<file path="config.mk">
export PLATFORM = sky130hd
export DESIGN_NAME = led_pwm_bank
export DESIGN_NICKNAME = d
export VERILOG_FILES = /design/src/rtl/led_pwm_bank.sv
export SDC_FILE = /design/constraint.sdc
export NUM_CORES = 1
export LEC_CHECK = 0
export CAP_MARGIN = 15
export CORE_ASPECT_RATIO = 2
export CORE_MARGIN = 4
export CORE_UTILIZATION = 50
export CTS_CLUSTER_DIAMETER = 30
export DETAILED_ROUTE_END_ITERATION = 10
export PLACE_DENSITY = 0.69
export SYNTH_ARGS = -nofsm -noshare
export SYNTH_HDL_FRONTEND = slang
export SYNTH_SLANG_ARGS = --single-unit
</file>
<file path="constraint.sdc">
create_clock -name clk50 -period 1.62 [get_ports clk50]
set_clock_uncertainty 0.1 [all_clocks]
set_input_delay 0.324 -clock clk50 [delete_from_list [all_inputs] [get_ports clk50]]
set_output_delay 0.324 -clock clk50 [all_outputs]
set_load 0.02 [all_outputs]
</file>
<file path="src/rtl/led_pwm_bank.sv">
// LED PWM bank: N_CH channels, each off / on / PWM / blink, driven by a
// shared free-running PWM counter and a shared blink prescaler. Config is
// written and read through a single-cycle strobe bus.

// Per-channel slice: owns its config register and its registered LED bit.
module led_pwm_lane #(
  parameter int PWM_W = 8
) (
  input  logic             clk50_i,
  input  logic             rst_n_i,
  input  logic             we_i,
  input  logic [PWM_W+1:0] wdata_i,
  input  logic [PWM_W-1:0] pcnt_i,
  input  logic             phase_i,
  output logic [PWM_W+1:0] cfg_o,
  output logic             led_o
);
  logic [PWM_W+1:0] cfg_q;
  logic             led_q, led_d;

  // Mode decode from the currently held config.
  always_comb begin
    led_d = 1'b0;
    case (cfg_q[PWM_W+1:PWM_W])
      2'b00:   led_d = 1'b0;
      2'b01:   led_d = 1'b1;
      2'b10:   led_d = (pcnt_i < cfg_q[PWM_W-1:0]);
      default: led_d = phase_i;
    endcase
  end

  // Config load and LED register; a new config shows on LEDs one edge later.
  always_ff @(posedge clk50_i) begin
    if (!rst_n_i) begin
      cfg_q <= '0;
      led_q <= 1'b0;
    end else begin
      led_q <= led_d;
      if (we_i) cfg_q <= wdata_i;
    end
  end

  assign cfg_o = cfg_q;
  assign led_o = led_q;
endmodule

module led_pwm_bank #(
  parameter int N_CH      = 8,
  parameter int PWM_W     = 8,
  parameter int BLINK_DIV = 25000000,
  parameter int ADDR_W    = 3
) (
  input  logic              clk50,
  input  logic              rst_n,
  input  logic              wr_en,
  input  logic              rd_en,
  input  logic [ADDR_W-1:0] addr,
  input  logic [PWM_W+1:0]  wdata,
  output logic              wr_ack,
  output logic              wr_err,
  output logic [PWM_W+1:0]  rd_data,
  output logic              rd_valid,
  output logic [N_CH-1:0]   LEDS
);
  localparam int BCNT_W = $clog2(BLINK_DIV);

  logic [PWM_W-1:0]             pcnt_q, pcnt_d;
  logic [BCNT_W-1:0]            bcnt_q, bcnt_d;
  logic                         phase_q, phase_d;
  logic [N_CH-1:0][PWM_W+1:0]   cfg_w;
  logic [N_CH-1:0]              lane_we;
  logic [PWM_W+1:0]             rd_mux;
  logic                         addr_ok;
  logic                         wr_ack_q, wr_err_q, rd_valid_q;
  logic [PWM_W+1:0]             rd_data_q;

  // Compare at full int width so N_CH == 2^ADDR_W never aliases to zero.
  assign addr_ok = (32'(addr) < N_CH);

  // Shared timebase: PWM counter wraps naturally, prescaler flips phase.
  always_comb begin
    pcnt_d  = pcnt_q + 1'b1;
    bcnt_d  = bcnt_q + 1'b1;
    phase_d = phase_q;
    if (bcnt_q == BCNT_W'(BLINK_DIV - 1)) begin
      bcnt_d  = '0;
      phase_d = ~phase_q;
    end
  end

  // Timebase registers; config traffic never touches them.
  always_ff @(posedge clk50) begin
    if (!rst_n) begin
      pcnt_q  <= '0;
      bcnt_q  <= '0;
      phase_q <= 1'b0;
    end else begin
      pcnt_q  <= pcnt_d;
      bcnt_q  <= bcnt_d;
      phase_q <= phase_d;
    end
  end

  // Read mux by equality compare, so an out-of-range address selects nothing.
  always_comb begin
    rd_mux = '0;
    for (int i = 0; i < N_CH; i++)
      if (addr == ADDR_W'(i)) rd_mux = cfg_w[i];
  end

  // Bus responses: one-cycle pulses, rd_data held between reads.
  always_ff @(posedge clk50) begin
    if (!rst_n) begin
      wr_ack_q   <= 1'b0;
      wr_err_q   <= 1'b0;
      rd_valid_q <= 1'b0;
      rd_data_q  <= '0;
    end else begin
      wr_ack_q   <= wr_en & addr_ok;
      wr_err_q   <= (wr_en | rd_en) & ~addr_ok;
      rd_valid_q <= rd_en;
      if (rd_en) rd_data_q <= rd_mux;
    end
  end

  for (genvar g = 0; g < N_CH; g++) begin : g_lane
    assign lane_we[g] = wr_en & (addr == ADDR_W'(g));

    led_pwm_lane #(.PWM_W(PWM_W)) u_lane (
      .clk50_i (clk50),
      .rst_n_i (rst_n),
      .we_i    (lane_we[g]),
      .wdata_i (wdata),
      .pcnt_i  (pcnt_q),
      .phase_i (phase_q),
      .cfg_o   (cfg_w[g]),
      .led_o   (LEDS[g])
    );
  end

  assign wr_ack   = wr_ack_q;
  assign wr_err   = wr_err_q;
  assign rd_valid = rd_valid_q;
  assign rd_data  = rd_data_q;
endmodule

</file>
Word level (Yosys, flattened, before mapping)
Cells that the tools add are included.
{ "totals": {"register_bits": 134, "input_bits": 17, "elab_cells": 92} }
{ "op_classes": {"addsub": 2, "magnitude_cmp": 8, "n_eq_ne": 24, "n_mux": 16, "n_bitwise": 10, "n_reduce_logical": 10} }
{ "ops": {"columns": ["op", "n"], "rows": [
  ["$mux 10", 8],
  ["$lt 8x8->1", 8],
  ["$add 25x1->25 const B", 1],
  ["$eq 25x25->1 const B", 1],
  ["$pmux 1 s3", 8],
  ["$eq 2x1->1 const B", 8],
  ["$eq 2x2->1 const B", 8],
  ["$logic_not 2->1", 8],
  ["$eq 3x3->1 const B", 4],
  ["$add 8x1->8 const B", 1],
  ["$and 1x1->1", 8],
  ["$eq 3x2->1 const B", 2],
  ["$eq 3x1->1 const B", 1],
  ["$logic_not 3->1", 1],
  ["$not 1->1", 2],
  ["$reduce_or 2->1", 1]
]} }

Logic depth before layout (Yosys ltp)
Gate-level depths: netlist of run 1.
{ "logic_depth": {"ltp_word": 9, "ltp_mapped": 8, "ltp_nobuf": 7} }

Modules after synthesis
A second synthesis of run 1 with hierarchy kept.
{ "hier_totals": {"hier_cells": 805, "area_unflattened_um2": 7405.9} }
{ "modules_own_cells": {"columns": ["module", "n_inst", "cells_each", "area_per_inst_um2", "seq_area_each_um2"], "rows": [
  ["led_pwm_lane", 8, 60, 593.1, 220.2],
  ["led_pwm_bank", 1, 325, 2661.3, 920.9]
]} }

Least setup slack after synthesis of run 1
No wires, ideal clock.
{ "synth_timing": {"kind": "reg-to-reg", "startpoint": "register bcnt_q[0]", "endpoint": "register bcnt_q[22]", "setup_ns": 0.115, "t_arrival_ns": 1.476, "setup_slack_ns": -0.070, "stages_incl_launch_ff": 9, "n_path_buf": 2, "period_less_slack_ns": 1.690, "path_cell_list": "dfxtp_1 > ha_1 > and4_1 > nand2_1 > nor3_2 > nand2b_1 > buf_6 > buf_8 > nor2_1"} }
{ "synth_between": {"elab_chain_cells": 2, "word_cells_on_any_way": 3, "classes_between": "1 x add/sub; 1 x eq/ne; 1 x reduce/logical"} }
{ "synth_lines": {"columns": ["element", "line", "text"], "rows": [
  ["from (decl)", "68", "logic [BCNT_W-1:0] bcnt_q, bcnt_d;"],
  ["from (signal assigned)", "99", "bcnt_q <= bcnt_d;"],
  ["parallel branches: the longest is 2 deep, another holds $add 25x1->25", null, null]
]} }
Several ways; the timed one is not identified.
A chain may end at the register's enable or synchronous reset.

Final worst setup path of run 1
{ "layout_timing": {"startpoint": "register bcnt_q[1]", "endpoint": "register bcnt_q[18]"} }
The elaborated chain is that of the path after synthesis.

==> results of run 1 <==
-- how the worst min path moves through the flow --
| stage | startpoint | endpoint | slack [ns] | cells past startpoint |
|---|---|---|---|---|
| after floorplan | bcnt_q[0] | bcnt_q[0] | 0.34 | 1 |
| after global placement | g_lane[7].u_lane.cfg_o[6] | g_lane[7].u_lane.cfg_o[6] | 0.37 | 2 |
| after detailed placement | g_lane[7].u_lane.cfg_o[3] | g_lane[7].u_lane.cfg_o[3] | 0.37 | 2 |
| after CTS | rst_n | g_lane[5].u_lane.led_o | 0.20 | 2 |
| after global routing | rst_n | g_lane[5].u_lane.led_o | 0.22 | 2 |
| final | rst_n | g_lane[5].u_lane.led_o | 0.22 | 2 |
-- worst register-to-register path, cell delays in order (launching register included) --
cell,delay [ns]
dfxtp_4,0.38
ha_4,0.15
and4_4,0.24
nand2_4,0.07
nor3_4,0.22
nand2b_4,0.22
buf_6,0.15
nor2_1,0.04
-- final cells by class --
type                    count  share of cell area [%]
flip-flops and latches    134                    26.3
clock inverters            13                    1.55
well taps                 192                    2.34
clock buffers              19                    4.41
repair buffers            175                    16.6
multi-input cells         619                    46.5
inverters                  61                    2.23
-- sequential cells by signal, summed over array words and instances (netlist names) --
name / count
g_lane.u_lane.cfg_o: 80
bcnt_q: 25
pcnt_q: 8
g_lane.u_lane.led_o: 8
rd_valid: 1
phase_q: 1
rd_data: 10
wr_ack: 1
-- cells by family after synthesis --
group / synth area share (%)
adder cells (fa/ha/maj): 9.86
AO/OA/AOI/OAI: 17.5
buffers and inverters: 7.12
multiplexers: 4.76
other: 0.0509
flip-flops: 36.4
AND/OR/NAND/NOR: 20.8
XOR/XNOR: 3.45
-- metrics by stage --
| step | setup slack (ns) | hold WS (ns) | instance area [um^2] | TNS [ns] |
|---|---|---|---|---|
| floorplan | 0.00137 | 0.336 | 7390 | 0 |
| global placement | -0.405 | 0.366 | 8960 | -35.96 |
| detailed placement | -0.487 | 0.373 | 8960 | -41.69 |
| CTS | -0.0692 | 0.203 | 9830 | -1.00 |
| global route | -0.157 | 0.217 | 10300 | -3.95 |
| finish | -0.0467 | 0.221 | 10300 | -0.753 |
-- metal layers --
metal	vias to the layer above	share of wire (%)
met2	266	55
met5	-	0
met3	123	4.2
li1	3280	-
met4	0	8.7
met1	3254	32
-- synth_stat cells (all sizes together) (10+ instances only) --
master  count
nand3      28
nor2       42
nand3b     16
dfxtp     134
nand2b     12
and2       10
a21boi     80
xnor2      11
inv        60
mux4       12
a21oi      10
nand2     195
ha         58
buf        24
xor2       18
o21ai      14
nand4      10
clkbuf     32
-- what timing repair did --
item / in CTS / in global routing
gates resized for setup: 83 / 61
hold buffers: 0 / 0
endpoints found under the setup margin: 89 / 62
pin swaps: 35 / 35
setup buffers: 0 / 1
gates cloned: 2 / 1
-- power groups by stage --
stage / clock (mW) / combinational (mW) / sequential (mW)
finish: 4.02 / 1.09 / 3.43
global route: 4.19 / 1.16 / 3.44
CTS: 4.05 / 0.977 / 3.43
detailed placement: 0 / 0.948 / 3.50
global placement: 0 / 0.932 / 3.50
floorplan: 0 / 0.487 / 3.51
==> flow_summary.toml, run 1 <==
[synth]
yosysUniqueCellTypes = 46
synth_nets = 945
yosysTopAreaCell = "dfxtp_1"
yosysSeqAreaShare_pct = 36.4
syn_avg_cell_area_um2 = 8.46
syn_area_um2 = 7360
synthFlopType = "dfxtp_1"
synth_area_leaders = "dfxtp_1, nand2_1, ha_1"
ys_ff_latch = 134
netlist_instances = 870
ys_async_sr_fraction_pct = 0
ys_warn_count = 0
yosysTopAreaCellShare_pct = 36.4
synth-edff-count = 0

[worst_setup_path]
worst-setup-path-type = "flop to flop"
cp_slowest_stage_delay_ns = 0.38
r2r_slack_ns = -0.05
required_ns = 1.84
reg2regPathDepth = 7
critPathBufInv = 1
worst-path-stages = 7
cp.arrival_ns = 1.89
critPathSlowestCell = "dfxtp_4"
cp-end-kind = "flop"
endpoint = "bcnt_q[18]"
reg2reg_to = "bcnt_q[18]"
reg2reg_from = "bcnt_q[1]"
worstPathCellList = "ha_4 -> and4_4 -> nand2_4 -> nor3_4 -> nand2b_4 -> buf_6 -> nor2_1"
critPathMaxFanout = 5
cp-startpoint = "bcnt_q[1]"
start_kind = "flop"
crit_family = "simple AND/OR/NAND/NOR gates"

[global_route]
grt_pass1_wl_mm = 35.7
busiest_layer = "met2"
use_met3_pct = 4.60
grt_overflow_total = 0
grt.met2_usage_pct = 50.8
antenna_found_initial = 0
grt_pass1_vias = 7105
met1_usage_pct = 25.8
grt_max_degree = 45
grtUsageTotal_pct = 27.7

[layout]
final_common_cell = "nand2_1"
multi_input_area_um2 = 4780
final_cell_mix = "nand2_1, dfxtp_1, buf_4"
layout-drive-gt1-share_pct = 27.5
antenna_cells = 0
n_fill_cell = 1100
nNetsFinal = 1083
syn2layout_area_growth_pct = 39.6
seq_area_um2 = 2710
final_cells = 1213
utilization_pct = 71.2

[cts]
clk-insertion-delay-late_ns = 0.43
clkSinkCount = 134
clockBufferDepth = 2
cts_made_buffers = 17
cts_tree = "done"
root_buffer = "clkbuf_16"
path_clk_slew_ns = 0.07
h-tree-depth = 4

[job]
cap_violations = 0

[floorplanning]
core_region_area_um2 = 14400
start_util_pct = 51.0
chipWidth_um = 93.8
die-area_um2 = 16900
die_y_um = 180
ioPinCount = 38
rows = 62

[placement]
globalplace.congestion = 0.950
port_buffers = 36
place_inst = 1177
dp_hpwl_mm = 16.8

[outcome]
violations = "negative setup slack"
status = "complete, but fails checks"

[timing]
fmax_ghz = 0.600
period_minus_slack_ns = 1.67
rsz0062_at_grt = "yes"
fin_crit_sh_pct = 103
finalSetupViolCount = 26
final-hold-violation-count = 0
fin_ws_ns = -0.0467
drv_slew = 0

[drt]
via_per_inst = 5.71
wl_mm = 23.5
drtPass1Iterations = 5
vias = 6923
wl_per_cell_um = 19.4
route.detailed.drc = 0
dr.first_iter.drc_count = 348
drtAntennaViolNets = 0

[power_and_ir_drop]
clock_power_share_pct = 47.1
p_leak_nw = 3.98
seq_power_share_pct = 40.2
power_mw = 8.54
p_sw_share_pct = 26.2
peakVddDrop_mv = 0.657
p_switching_mw = 2.24
intPower_mw = 6.30
combinationalPowerShare_pct = 12.7
powerDensity_nw_per_um2 = 831

[hold_path]
holdCritPathClass = "input pin to flop"
No activity file was read; power rests on OpenSTA's default activity.
==> run 2, diff against run 1 <==
--- a/config.mk
+++ b/config.mk
@@ -7,11 +7,11 @@
 export LEC_CHECK = 0
 export CAP_MARGIN = 15
 export CORE_ASPECT_RATIO = 2
-export CORE_MARGIN = 4
-export CORE_UTILIZATION = 50
+export CORE_UTILIZATION = 55
 export CTS_CLUSTER_DIAMETER = 30
 export DETAILED_ROUTE_END_ITERATION = 10
-export PLACE_DENSITY = 0.69
+export PLACE_DENSITY = 0.75
+export SLEW_MARGIN = 20
 export SYNTH_ARGS = -nofsm -noshare
 export SYNTH_HDL_FRONTEND = slang
 export SYNTH_SLANG_ARGS = --single-unit
==> run 2 against run 1 <==
Effect of this change:
- the flow finishes with violations (design-rule violations, negative setup slack)
- design area shrank 0.65%
- final cell count down 4.3%
- critical path depth fell by 1
- global-route usage rose by 7.0 points
- combinational power hardly changed
- critical endpoint is now bcnt_q[8]
==> flow_summary.toml, run 2 (synthesis gave the netlist of run 1 again) <==
[hold_path]
hp-start = "rst_n"
holdCritPathClass = "input pin to flop"

[floorplanning]
chipWidth_um = 83.8
ioPinCount = 38
start_util_pct = 56.4
die_y_um = 166
core_region_area_um2 = 13100
rows = 59
die-area_um2 = 13900

[layout]
utilization_pct = 78.1
nNetsFinal = 1071
seq_area_um2 = 2710
layout-drive-gt1-share_pct = 27.4
multi_input_area_um2 = 4840
design_area_um2 = 10200
final_cell_mix = "nand2_1, dfxtp_1, buf_4"
largest_reg_flops = 80
n_fill_cell = 810
final_common_cell = "nand2_1"
antenna_cells = 0
final_cells = 1161
syn2layout_area_growth_pct = 38.7

[timing]
fin_ws_ns = -0.154
fmax_ghz = 0.564
period_minus_slack_ns = 1.77
fin_crit_sh_pct = 109
finalSetupViolCount = 29
hold_ws_ns = 0.191
final-hold-violation-count = 0
drv_slew = 0
rsz0062_at_grt = "yes"
fin_setup_tns_ns = -2.90

[cts]
clkSinkCount = 134
hold_buffers = 0
cts_tree = "done"
cts_made_buffers = 17
path_clk_slew_ns = 0.06
h-tree-depth = 4
root_buffer = "clkbuf_16"
clk-insertion-delay-late_ns = 0.43
clockBufferDepth = 2

[worst_setup_path]
worst-setup-path-type = "flop to flop"
cp-end-kind = "flop"
start_kind = "flop"
cp.arrival_ns = 1.96
cp-startpoint = "bcnt_q[10]"
critPathMaxFanout = 6
required_ns = 1.81
reg2reg_from = "bcnt_q[10]"

[placement]
globalplace.congestion = 0.982
placedInstanceArea_um2 = 8820
place_inst = 1116
dp_slack_ns = -0.533
port_buffers = 36
dp_hpwl_mm = 16.8

[global_route]
grt_pass1_vias = 7291
grt_max_degree = 41
antenna_found_initial = 0
grtUsageTotal_pct = 34.7
grt_overflow_total = 0
grt_pass1_wl_mm = 36.7

[drt]
wl_mm = 25.5
wl_per_cell_um = 22.0
dr.first_iter.drc_count = 514
route.detailed.drc = 4
via_per_inst = 6.16
drtAntennaViolNets = 0
drtPass1Iterations = 8
vias = 7157

[power_and_ir_drop]
p_leak_nw = 3.99
power_mw = 8.19
powerDensity_nw_per_um2 = 802
peakVddDrop_mv = 0.813

[outcome]
status = "complete, but fails checks"
violations = "design-rule violations, negative setup slack"

[job]
cap_violations = 0
run 2: cell types whose count changed in the layout (fill, tap and decap cells not counted), moves of 6 or more:
| cell | delta |
|---|---|
| buf_12 | +6 |
| buf_6 | -8 |
| nor2_2 | -8 |
| nor2_4 | +9 |
| buf_4 | -11 |
run 2: final cells by class:
| cell class | count | area share (%) |
|---|---|---|
| clock buffer | 20 | 4.47 |
| sequential | 134 | 26.6 |
| clock inverter | 12 | 1.03 |
| multi-input combinational | 619 | 47.4 |
| timing repair buffer | 163 | 16.4 |
| inverter | 61 | 2.24 |
| tap | 152 | 1.86 |
run 2: what timing repair did:
action	CTS	global route
gates resized for setup	73	81
setup buffers	5	9
pin swaps	23	51
gates cloned	2	2
endpoints found under the setup margin	89	55
run 2: routing by layer:
layer	up-vias	global-route usage, %	share of wire, %
met1	3432	32.1	32
met3	150	5.68	5.4
met5	-	0	0
met2	337	65.3	53
li1	3238	-	-
met4	0	27.4	9.2
run 2: worst paths after layout:
kind / cells after the start / slack (ns) / endpoint
hold / removal: 2 / 0.19 / pcnt_q[7]
setup / recovery: 6 / -0.15 / bcnt_q[8]
setup reg to reg: 6 / -0.15 / bcnt_q[8]
hold reg to reg: 2 / 0.37 / rd_data[5]
run 2: report_power, final:
| part | internal (mW) | switching [mW] |
|---|---|---|
| sequential | 3.37 | 0.0613 |
| combinational | 0.514 | 0.572 |
| clock | 2.18 | 1.50 |
run 2: critical path, cell delays in order (launching register included):
cell	delay, ns
dfxtp_2	0.35
nor4_4	0.29
nand4_1	0.25
nor3_4	0.19
nand2b_4	0.22
buf_12	0.16
a21oi_2	0.06
